File: src/rtl/instruction_fetch_if.sv
// instruction_fetch_if: instruction-memory read port, redirect input and decode handshake of the fetch unit.
interface instruction_fetch_if;
   logic [31:0] instr_mem_addr;
   logic [31:0] instr_mem_out;
   logic        redirect_valid;
   logic [31:0] redirect_pc;
   logic        fetch_valid;
   logic        fetch_ready;
   logic [31:0] fetch_instr;
   logic [31:0] fetch_pc;
   logic        fetch_misalign;
   logic        fetch_halted;

   modport master (
      output instr_mem_addr,
      input  instr_mem_out,
      input  redirect_valid,
      input  redirect_pc,
      output fetch_valid,
      input  fetch_ready,
      output fetch_instr,
      output fetch_pc,
      output fetch_misalign,
      output fetch_halted
   );

   modport slave (
      input  instr_mem_addr,
      output instr_mem_out,
      output redirect_valid,
      output redirect_pc,
      input  fetch_valid,
      output fetch_ready,
      input  fetch_instr,
      input  fetch_pc,
      input  fetch_misalign,
      input  fetch_halted
   );
endinterface

File: src/rtl/instruction_fetch.sv
// instruction_fetch: PC register, 2-entry fetch FIFO with valid/ready to decode, redirects and misalign halt.
module instruction_fetch #(
   parameter logic [31:0] RESET_PC = 32'h0000_0000
) (
   input logic               fetch_clk,
   input logic               fetch_rst_n,
   instruction_fetch_if.master bus
);
   typedef enum logic {RUN, HALT} state_t;

   state_t      state, state_nx;
   logic [31:0] pc;
   logic [31:0] fifo_pc    [2];
   logic [31:0] fifo_instr [2];
   logic        fifo_mis   [2];
   logic [1:0]  count;
   logic        rd_ptr, wr_ptr;
   logic        valid, pop, push, pc_mis;

   assign pc_mis = pc[1:0] != 2'b00;
   assign valid  = count != 2'd0;
   assign pop    = valid & bus.fetch_ready;

   always_ff @(posedge fetch_clk or negedge fetch_rst_n) begin
      if (!fetch_rst_n) state <= RUN;
      else              state <= state_nx;
   end

   // a misaligned fetch still pushes its entry, then the unit parks until redirected
   always_comb begin
      state_nx = bus.redirect_valid ? RUN : (push & pc_mis) ? HALT : state;
   end

   always_comb begin
      push             = (state == RUN) & ((count != 2'd2) | pop) & ~bus.redirect_valid;
      bus.fetch_halted = state == HALT;
   end

   always_ff @(posedge fetch_clk or negedge fetch_rst_n) begin
      if (!fetch_rst_n) begin
         pc     <= RESET_PC;
         count  <= 2'd0;
         rd_ptr <= 1'b0;
         wr_ptr <= 1'b0;
      end else if (bus.redirect_valid) begin
         pc     <= bus.redirect_pc;
         count  <= 2'd0;
         rd_ptr <= 1'b0;
         wr_ptr <= 1'b0;
      end else begin
         if (push) begin
            pc     <= pc_mis ? pc : pc + 32'd4;
            wr_ptr <= ~wr_ptr;
         end
         if (pop) rd_ptr <= ~rd_ptr;
         count <= count + {1'b0, push} - {1'b0, pop};
      end
   end

   always_ff @(posedge fetch_clk or negedge fetch_rst_n) begin
      if (!fetch_rst_n) begin
         for (int i = 0; i < 2; i++) begin
            fifo_pc[i]    <= 32'd0;
            fifo_instr[i] <= 32'd0;
            fifo_mis[i]   <= 1'b0;
         end
      end else if (push) begin
         fifo_pc[wr_ptr]    <= pc;
         fifo_instr[wr_ptr] <= bus.instr_mem_out;
         fifo_mis[wr_ptr]   <= pc_mis;
      end
   end

   assign bus.instr_mem_addr = pc;
   assign bus.fetch_valid    = valid;
   assign bus.fetch_instr    = valid ? fifo_instr[rd_ptr] : 32'd0;
   assign bus.fetch_pc       = valid ? fifo_pc[rd_ptr] : 32'd0;
   assign bus.fetch_misalign = valid & fifo_mis[rd_ptr];
endmodule

File: src/flat_wrapper.sv
// flat-port wrapper written by rule: the top's interface ports become plain ports
module instruction_fetch_flat 
#(
   parameter logic [31:0] RESET_PC = 32'h0000_0000
)
  (fetch_clk, fetch_rst_n, bus_instr_mem_addr, bus_instr_mem_out, bus_redirect_valid, bus_redirect_pc, bus_fetch_valid, bus_fetch_ready, bus_fetch_instr, bus_fetch_pc, bus_fetch_misalign, bus_fetch_halted);
  instruction_fetch_if bus_i ();
  input logic fetch_clk;
  input logic fetch_rst_n;
  output wire logic [$bits(bus_i.instr_mem_addr)-1:0] bus_instr_mem_addr;
  input wire logic [$bits(bus_i.instr_mem_out)-1:0] bus_instr_mem_out;
  input wire logic [$bits(bus_i.redirect_valid)-1:0] bus_redirect_valid;
  input wire logic [$bits(bus_i.redirect_pc)-1:0] bus_redirect_pc;
  output wire logic [$bits(bus_i.fetch_valid)-1:0] bus_fetch_valid;
  input wire logic [$bits(bus_i.fetch_ready)-1:0] bus_fetch_ready;
  output wire logic [$bits(bus_i.fetch_instr)-1:0] bus_fetch_instr;
  output wire logic [$bits(bus_i.fetch_pc)-1:0] bus_fetch_pc;
  output wire logic [$bits(bus_i.fetch_misalign)-1:0] bus_fetch_misalign;
  output wire logic [$bits(bus_i.fetch_halted)-1:0] bus_fetch_halted;
  assign bus_instr_mem_addr = bus_i.instr_mem_addr;
  assign bus_i.instr_mem_out = bus_instr_mem_out;
  assign bus_i.redirect_valid = bus_redirect_valid;
  assign bus_i.redirect_pc = bus_redirect_pc;
  assign bus_fetch_valid = bus_i.fetch_valid;
  assign bus_i.fetch_ready = bus_fetch_ready;
  assign bus_fetch_instr = bus_i.fetch_instr;
  assign bus_fetch_pc = bus_i.fetch_pc;
  assign bus_fetch_misalign = bus_i.fetch_misalign;
  assign bus_fetch_halted = bus_i.fetch_halted;
  instruction_fetch #(.RESET_PC(RESET_PC)) u_core (.fetch_clk(fetch_clk), .fetch_rst_n(fetch_rst_n), .bus(bus_i));
endmodule
File: config.mk
export PLATFORM = sky130hd
export DESIGN_NAME = instruction_fetch_flat
export DESIGN_NICKNAME = d
export VERILOG_FILES = /design/src/rtl/instruction_fetch_if.sv /design/src/rtl/instruction_fetch.sv /design/src/flat_wrapper.sv
export SDC_FILE = /design/constraint.sdc
export NUM_CORES = 1
export LEC_CHECK = 0
export CAP_MARGIN = 20
export CELL_PAD_IN_SITES_DETAIL_PLACEMENT = 0
export CELL_PAD_IN_SITES_GLOBAL_PLACEMENT = 1
export CORE_AREA = 2 2 149 151
export CTS_CLUSTER_DIAMETER = 150
export DETAILED_ROUTE_END_ITERATION = 12
export DIE_AREA = 0 0 151 153
export PLACE_DENSITY_LB_ADDON = 0.1
export SYNTH_ARGS = -nofsm -noshare
export SYNTH_HDL_FRONTEND = slang
export SYNTH_SLANG_ARGS = --single-unit
File: constraint.sdc
create_clock -name fetch_clk -period 3.6 [get_ports fetch_clk]
set_clock_uncertainty 0.15 [all_clocks]
set_input_delay 0.72 -clock fetch_clk [delete_from_list [all_inputs] [get_ports fetch_clk]]
set_output_delay 0.72 -clock fetch_clk [all_outputs]
set_load 0.01 [all_outputs]
==> out/metrics.yaml, run 1 <==
detailed_routing:
  vias_per_cell: 5.01
  drcViolationCount: 0
  drt-total-wl_um: 19900
  wl_per_cell_um: 18.0
  firstDrtPassIters: 4
  vias: 5518
  drt-initial-drc-count: 238
  postRouteAntennaNets: 0
yosys:
  synth.top_cells.by_count: "dfrtp_1, mux2_2, nor2_1"
  ys_seq_area_share_pct: 53.2
  async_reset_ff_share_pct: 100
  synth-main-ff-cell: "dfrtp_1"
  synth_top_area_cell: "dfrtp_1"
  synth_edf_count: 0
  postSynthAreaPerCell_um2: 12.1
  synth_top_area_share_pct: 53.2
  ys_seq_elements: 167
  syn_nets: 721
  synth.cell_area_um2: 7860
  yosysWarnings: 0
  synthCells: 650
  ys_types: 36
  yosys-top-cells-area: "dfrtp_1, mux2_2, mux2i_1"
  yosysMostFrequentCell: "dfrtp_1"
global_route:
  grt_remaining_overflow: 0
  grt_util_all_layers_pct: 18.0
  grt_max_degree: 73
  first_global_vias: 6006
  grt_antenna_before_repair: 0
  grt_pass1_wl_um: 32500
setup_path:
  cp_max_fo: 28
  cp-end-kind: "primary output"
  worstSetupPathType: "reg -> out"
  crit_arrival_ns: 2.36
  worstPathRequired_ns: 2.73
  start_kind: "flip-flop"
pwr:
  leakage_nw: 4.18
  finalPower_mw: 7.85
  power.share.clock_pct: 24.5
  swShare_pct: 31.2
  ir_worst_vdd_uv: 338
  combPwrFrac_pct: 35.8
  sequentialPowerShare_pct: 39.7
  p_int_mw: 5.40
  switching_power_mw: 2.45
  p_per_area_nw_per_um2: 746
layout:
  drive_above_1_share_pct: 23.7
  areaGrowthSynthToFinish_pct: 33.9
  num-nets-final: 880
  final_util_pct: 49.0
  num_antenna_cells: 0
timing:
  maxSlewViolCount: 0
  fin_crit_sh_pct: 89.7
  grt_setup_unrepaired: "false"
  fmax_ghz: 0.310
  fin_ws_ns: 0.370
  setup_violations: 0
  period_minus_slack_ns: 3.23
  worst_slew_pin_slew_ns: 0.826
  whs_ns: 0.167
  relSlewSlack_pct: 44.5
  hold_viol: 0
  finalSetupTns_ns: 0
placement:
  hpwl_um: 13400
  place_congestion: 0.751
  dp_slack_ns: 0.754
  port_buffers: 166
die:
  die_h_um: 153
  fp.dieW_um: 151
  rows: 54
  dieArea_um2: 23100
  start_util_pct: 36.6
  io_pins: 167
  core_area_um2: 21500
clock_network:
  cts.reportedPaths.clkPinSlew_ns: 0.06
  tritoncts: "built"
  clk-insertion-delay-late_ns: 0.42
  post-cts-setup-buffer-count: 0
  cts_root_buf: "clkbuf_16"
  htreeDepth: 4
  ctsResizeCount: 0
  cts_buffer_depth: 2
  cts_made_buffers: 17
  holdBufCountCts: 0
  cts.sinks: 167
hold_path:
  hold_path.class: "in -> async"
flow_run:
  drv_cap: 0
run_status:
  status: "complete, no violations"
-- final timing paths --
path	end	start	slack, ns	cells after the start
worst max-delay path	bus_fetch_pc[4]	u_core.rd_ptr	0.37	4
worst min-delay path	u_core.bus.instr_mem_addr[22]	fetch_rst_n	0.17	1
worst max register to register	u_core.count[1]	u_core.count[0]	0.93	10
worst min register to register	u_core.fifo_pc[48]	u_core.fifo_pc[48]	0.36	1
max in group asynchronous	u_core.fifo_instr[50]	fetch_rst_n	2.33	2
min in group fetch_clk	u_core.fifo_pc[48]	u_core.fifo_pc[48]	0.36	1
-- flip-flops by register name, summed over array words and instances, names as in the netlist --
signal                     count
u_core.wr_ptr                  1
u_core.fifo_pc                64
u_core.count                   2
u_core.rd_ptr                  1
u_core.fifo_instr             64
u_core.fifo_mis                2
u_core.bus.instr_mem_addr     32
u_core.bus.fetch_halted        1
-- cells by family (layout without fill, tap and decap cells) --
| kind of cell | Yosys count | count (layout) | share of synthesized area (%) |
|---|---|---|---|
| mux | 199 | 199 | 27.5 |
| flops | 167 | 167 | 53.2 |
| xor+xnor | 30 | 30 | 3.34 |
| fa+ha+maj | 3 | 3 | 0.478 |
| compound gates | 31 | 31 | 2.05 |
| buf+inv | 44 | 216 | 2.33 |
| simple gates | 176 | 176 | 11.1 |
-- critical path: stages, from the launching register on --
cell and delay, ns:
dfrtp_4 0.78, buf_4 0.36, mux2i_1 0.11, nor2_1 0.13, clkdlybuf4s50_1 0.56
-- cells in the final DEF (no fill, tap or decap), types with 2 or more instances in the layout --
| cell | count |
|---|---|
| a21oi_1 | 3 |
| and2_1 | 5 |
| and3_1 | 5 |
| and4_1 | 2 |
| buf_12 | 6 |
| buf_4 | 8 |
| bufinv_16 | 3 |
| clkbuf_16 | 17 |
| clkdlybuf4s50_1 | 164 |
| clkinv_4 | 2 |
| clkinvlp_4 | 4 |
| dfrtp_1 | 166 |
| ha_1 | 3 |
| inv_1 | 4 |
| inv_6 | 3 |
| inv_8 | 2 |
| mux2_2 | 132 |
| mux2i_1 | 67 |
| nand2_1 | 37 |
| nand3_1 | 8 |
| nand4_1 | 17 |
| nand4b_1 | 2 |
| nor2_1 | 75 |
| nor2b_1 | 2 |
| nor3_1 | 3 |
| nor3_2 | 2 |
| nor4_1 | 3 |
| nor4_2 | 3 |
| o21ai_0 | 26 |
| or4b_4 | 2 |
| xnor2_1 | 10 |
| xor2_1 | 20 |
-- layout make-up --
class | count | area, um2
timing repair buffer | 180 | 1840
sequential | 167 | 4180
multi-input combinational | 439 | 3510
clock buffer | 18 | 439
fill | 1956 | 11000
tap | 280 | 350
clock inverter | 14 | 186
inverter | 4 | 15.0
-- per-layer routing --
layer	share of wire (%)	vias up	global-route usage (%)	routed length, um
met2	48	114	29.4	9500
met3	4.1	19	3.31	822
li1	-	2590	-	-
met5	0	-	0	0
met1	47	2795	24.5	9260
met4	1.4	0	5.43	288
-- power groups by stage --
stage,sequential (mW),combinational (mW),clock [mW]
floorplan,2.96,1.73,0
global placement,3.11,2.80,0
detailed placement,3.15,2.85,0
CTS,3.12,2.87,1.98
global route,3.22,3.07,2.06
finish,3.11,2.81,1.93
-- metrics by stage --
stage | cells | area, um2
2_1_floorplan | 650 | 7860
3_3_place_gp | 1070 | 9900
3_5_place_dp | 1070 | 9900
4_1_cts | 1102 | 10500
5_1_grt | 1102 | 10500
6_report | 1102 | 10500
Note: power is estimated with default switching activity, not from simulation.
==> inputs of run 2 (changes only) <==
- ABC_AREA: unset -> 0
==> results of run 2 <==
Same layout as run 1: the final DEF is identical, and so are final timing and power.
==> inputs of run 3 (changes only) <==
--- a/config.mk
+++ b/config.mk
@@ -15,3 +15,3 @@
 export DIE_AREA = 0 0 151 153
-export PLACE_DENSITY_LB_ADDON = 0.1
+export PLACE_DENSITY = 0.75
 export SYNTH_ARGS = -nofsm -noshare
==> constraint.sdc (replaced) <==
create_clock -name fetch_clk -period 3 [get_ports fetch_clk]
set_clock_uncertainty 0.15 [all_clocks]
set_input_delay 0.6 -clock fetch_clk [delete_from_list [all_inputs] [get_ports fetch_clk]]
set_output_delay 0.6 -clock fetch_clk [all_outputs]
set_load 0.1 [all_outputs]
==> run 3 against run 2 <==
Non-clock buffer count is 2 higher. Combinational power grew to 2.7 times the previous value. Via count is 1.4% higher. Sequential cell count stayed put. Sequential share of layout area is 2.5 points lower. Global-route usage is 0.51 points lower.
==> out/metrics.yaml, run 3 (synthesized netlist as in run 1, its figures left out) <==
layout:
  drive_above_1_share_pct: 42.4  # was 23.7%
  num_antenna_cells: 0  # unchanged
  layout.cells.non_filler: 1103  # was 1102
  fill_cells: 1857  # was 1956
  final_common_cell: "dfrtp_1"  # unchanged
  final_util_pct: 52.2  # was 49.0%
  num-nets-final: 882  # was 880
  areaGrowthSynthToFinish_pct: 42.7  # was 33.9%
  layout_common_cells: "dfrtp_1, mux2_2, buf_12"  # was dfrtp_1, clkdlybuf4s50_1, mux2_2
detailed_routing:
  vias_per_cell: 5.07  # was 5.01
  firstDrtPassIters: 4  # unchanged
  drcViolationCount: 0  # unchanged
  postRouteAntennaNets: 0  # unchanged
  vias: 5596  # was 5518
  drt-total-wl_um: 19400  # was 19900 um
  drt-initial-drc-count: 224  # was 238
  wl_per_cell_um: 17.6  # was 18.0 um
timing:
  worst_slew_pin_slew_ns: 0.648  # was 0.826 ns
  fmax_ghz: 0.378
  hold_viol: 0  # unchanged
  maxSlewViolCount: 0  # unchanged
  relSlewSlack_pct: 56.8  # was 44.5%
  whs_ns: 0.288  # was 0.167 ns
  fin_crit_sh_pct: 88.3
  grt_setup_unrepaired: "false"  # unchanged
  period_minus_slack_ns: 2.65
  setup_violations: 0  # unchanged
  finalSetupTns_ns: 0  # unchanged
run_status:
  status: "complete, no violations"  # unchanged
clock_network:
  htreeDepth: 4  # unchanged
  cts_buffer_depth: 2  # unchanged
  post-cts-setup-buffer-count: 0  # unchanged
  tritoncts: "built"  # unchanged
  cts.sinks: 167  # unchanged
  clk-insertion-delay-late_ns: 0.42  # about the same
  holdBufCountCts: 1  # was 0
  cts_root_buf: "clkbuf_16"  # unchanged
  cts.reportedPaths.clkPinSlew_ns: 0.06  # about the same
  cts_made_buffers: 17  # unchanged
  ctsResizeCount: 0  # unchanged
die:
  die_h_um: 153  # unchanged
  rows: 54  # unchanged
  core_area_um2: 21500  # unchanged
  fp.dieW_um: 151  # unchanged
  dieArea_um2: 23100  # unchanged
  io_pins: 167  # unchanged
  start_util_pct: 36.6  # unchanged
pwr:
  ir_worst_vdd_uv: 853  # was 338 uV
  p_per_area_nw_per_um2: 1190  # was 746 nW/um2
  leakage_nw: 4.52  # was 4.18 nW
hold_path:
  hold_path.class: "in -> reg"  # was in -> async
setup_path:
  cp_max_fo: 30  # was 28
  start_kind: "flip-flop"  # unchanged
  cp-end-kind: "primary output"  # unchanged
  crit_arrival_ns: 1.90  # was 2.36 ns
  worstSetupPathType: "reg -> out"  # unchanged
  worstPathRequired_ns: 2.25  # was 2.73 ns
global_route:
  grt_util_all_layers_pct: 17.5  # was 18.0%
  grt_antenna_before_repair: 0  # unchanged
  grt_pass1_wl_um: 32000  # was 32500 um
  grt_max_degree: 69  # was 73
  grt_remaining_overflow: 0  # unchanged
  first_global_vias: 6158  # was 6006
placement:
  place_congestion: 0.776  # was 0.751
  port_buffers: 166  # unchanged
  hpwl_um: 13600  # was 13400 um
  placedCellCount: 1071  # was 1070
flow_run:
  drv_cap: 0  # unchanged
run 3: cell count changes in the layout (fill, tap and decap cells not counted), sizes merged:
cell / delta
bufinv: -2
clkinvlp: -1
dlygate4sd3: +1
buf: +100
clkbuf: +7
clkinv: -1
inv: -4
clkdlybuf4s50: -99
run 3: metrics by stage:
step	power, mW	worst slack (ns)	cell area (um2)
2_1_floorplan	8.78	0.175	8000
3_3_place_gp	11.2	0.389	10600
3_5_place_dp	11.4	0.324	10600
4_1_cts	13.5	0.318	11200
5_1_grt	14.0	0.227	11200
6_report	13.4	0.352	11200
run 3: worst max-delay path, stage by stage (launching register included):
cell and delay, ns:
dfrtp_4 0.63, buf_12 0.29, mux2i_1 0.28, nor2_2 0.07, buf_12 0.18
run 3: worst paths after layout:
kind	to	slack (ns)	from	depth (start not counted)
min	u_core.wr_ptr	0.29	bus_redirect_valid	2
max reg2reg	u_core.bus.instr_mem_addr[16]	0.67	u_core.bus.instr_mem_addr[2]	6
min in group asynchronous	u_core.fifo_pc[43]	0.54	fetch_rst_n	2
min reg2reg	u_core.fifo_pc[27]	0.36	u_core.fifo_pc[27]	1
max in group asynchronous	u_core.fifo_pc[61]	1.42	fetch_rst_n	3
max	bus_fetch_pc[27]	0.35	u_core.rd_ptr	4
run 3: area by class of cell:
cell class	instances	area (um2)	share of cell area [%]
multi-input cells	439	3660	32.6
clock buffers	25	495	4.42
repair buffers	182	2450	21.8
well taps	280	350	3.12
flip-flops and latches	167	4180	37.3
inverters	4	15.0	0.134
clock inverters	6	66.3	0.591
run 3: metal layers:
| layer | global-route usage [%] | part of all wire [%] |
|---|---|---|
| met3 | 2.81 | 3.6 |
| met5 | 0 | 0 |
| met4 | 6.63 | 2.1 |
| met1 | 23.4 | 45 |
| met2 | 28.7 | 50 |
run 3: where the power goes:
group,switching [mW],internal (mW)
registers,0.577,3.14
clock network,0.857,1.23
logic,4.72,2.83
total,6.15,7.21
==> patch, RTL diff (flow settings as in run 3) <==
Make the reset (`fetch_rst_n`) synchronous in 3 clocked blocks.
--- a/src/rtl/instruction_fetch.sv
+++ b/src/rtl/instruction_fetch.sv
@@ -21,7 +21,7 @@
    assign valid  = count != 2'd0;
    assign pop    = valid & bus.fetch_ready;
 
-   always_ff @(posedge fetch_clk or negedge fetch_rst_n) begin
+   always_ff @(posedge fetch_clk) begin
       if (!fetch_rst_n) state <= RUN;
       else              state <= state_nx;
    end
@@ -36,7 +36,7 @@
       bus.fetch_halted = state == HALT;
    end
 
-   always_ff @(posedge fetch_clk or negedge fetch_rst_n) begin
+   always_ff @(posedge fetch_clk) begin
       if (!fetch_rst_n) begin
          pc     <= RESET_PC;
          count  <= 2'd0;
@@ -57,7 +57,7 @@
       end
    end
 
-   always_ff @(posedge fetch_clk or negedge fetch_rst_n) begin
+   always_ff @(posedge fetch_clk) begin
       if (!fetch_rst_n) begin
          for (int i = 0; i < 2; i++) begin
             fifo_pc[i]    <= 32'd0;
Formal check against the unedited RTL: differs if fetch_rst_n is asserted again (counterexample within 4 cycles, from zero or initial values and one cycle with fetch_rst_n low); with fetch_rst_n held inactive, the same outputs for 4 cycles.
==> patch against run 3 <==
- final cell count increased by 2.0%
- sequential cell count up 1
- register-to-register slack better by 0.11 ns
- area after synthesis rose by 1.6%
- routed wire length grew 5.7%
- first-iteration DRC count grew 61%
- core utilization down 0.89 points
- via count is 3.7% higher
- final area down 1.7%
- worst setup slack worse by 0.018 ns
- critical endpoint is now bus_fetch_pc[31]
Power is not compared: it rests on default switching activity, and its combinational part moved more than twofold at a synthesized area within 25%.
==> patch: results <==
metrics = {
    "logic_synthesis": {
        "synthArstFlopShare_pct": 0,
        "synthDistinctLibCells": 50,
        "synth_compound_area_share_pct": 4.122,
        "synth_fa_ha_area_share_pct": 0.4702,
        "synth_mux_area_share_pct": 8.527,
        "synthTopCellsByArea": "edfxtp_1, dfxtp_1, mux2i_1, and3_1, and2_1",
        "synth_fp_nets": 752,
        "synth-edff-count": 128,
    },
    "global_routing": {
        "grtUsageTotal_pct": 18.18,
        "grt_pass1_vias": 5809,
        "grt_pass1_wl_um": 32230,
        "use_met2_pct": 28.72,
        "use_met3_pct": 4.448,
    },
    "detailed_routing": {
        "initialDrtViolationCount": 360,
        "route.met2.wl_um": 9764,
        "met3_length_um": 1539,
        "wl_met1_um": 9049,
        "routed_wirelength_um": 20540,
        "drt_first_pass_iters": 5,
        "via_per_inst": 5.156,
    },
    "run_status": {
        "status": "complete, no violations",
    },
    "placed_design": {
        "hpwl_um": 13930,
        "place_area_um2": 10380,
        "gp_congestion": 0.8625,
        "pre_cts_ws_ns": 0.06416,
    },
    "sta": {
        "relSlewSlack_pct": 34.72,
    },
    "worst_setup_path": {
        "crit_fanout": 39,
        "critPathMaxStageDelay_ns": 0.50,
        "r2r_cells": 4,
        "cp_slowest_cell": "buf_4",
    },
    "finish": {
        "drive_gt1_share_pct": 26.86,
        "fin_cells": 1125,
    },
}
[patch: cell count changes in the layout (fill, tap and decap cells not counted), moves of 9 or more]
| cell | change |
|---|---|
| edfxtp_1 | +128 |
| nand2_1 | -23 |
| nor2_1 | +10 |
| buf_12 | -25 |
| xor2_1 | -9 |
| mux2_2 | -132 |
| buf_4 | +28 |
| and3_1 | +63 |
| nor2_2 | -10 |
| and2_1 | +58 |
| dfrtp_1 | -166 |
| a21oi_1 | +13 |
| dfxtp_1 | +39 |
[patch: worst paths after layout]
path / slack, ns / start / end
setup / recovery: 0.33 / u_core.count[0] / bus_fetch_pc[31]
hold / removal: 0.35 / u_core.fifo_mis[1] / u_core.fifo_mis[1]
setup reg to reg: 0.78 / u_core.count[1] / u_core.fifo_pc[1][14]
hold reg to reg: 0.35 / u_core.fifo_mis[1] / u_core.fifo_mis[1]
[patch: cell families (layout without fill, tap and decap cells)]
logic type	after synthesis	in the layout
multiplexers	68	68
buffers and inverters	58	222
XOR/XNOR	29	29
flip-flops	168	168
adder cells (fa/ha/maj)	3	3
AO/OA/AOI/OAI	55	55
AND/OR/NAND/NOR	300	300
[patch: power groups by stage]
stage	Sequential, mW	Clock (mW)	Combinational (mW)
2_1_floorplan	3.00	0	0.735
3_3_place_gp	2.82	0	1.38
3_5_place_dp	2.83	0	1.40
4_1_cts	2.78	2.39	1.40
5_1_grt	2.80	2.50	1.45
6_report	2.78	2.35	1.38
[patch: critical path: cells and delay by family (launching register included)]
family / cells / cell delay (ns)
buffers and inverters: 2 / 0.73
DFF: 1 / 0.36
and+or+nand+nor: 2 / 0.37
[patch: cell type report]
class,instances,area [µm²]
timing repair buffer,183,2140
clock inverter,10,167.7
clock buffer,22,474.2
inverter,7,26.28
tap,280,350.3
multi-input combinational,455,3217
fill,1888,10460
sequential,168,4648
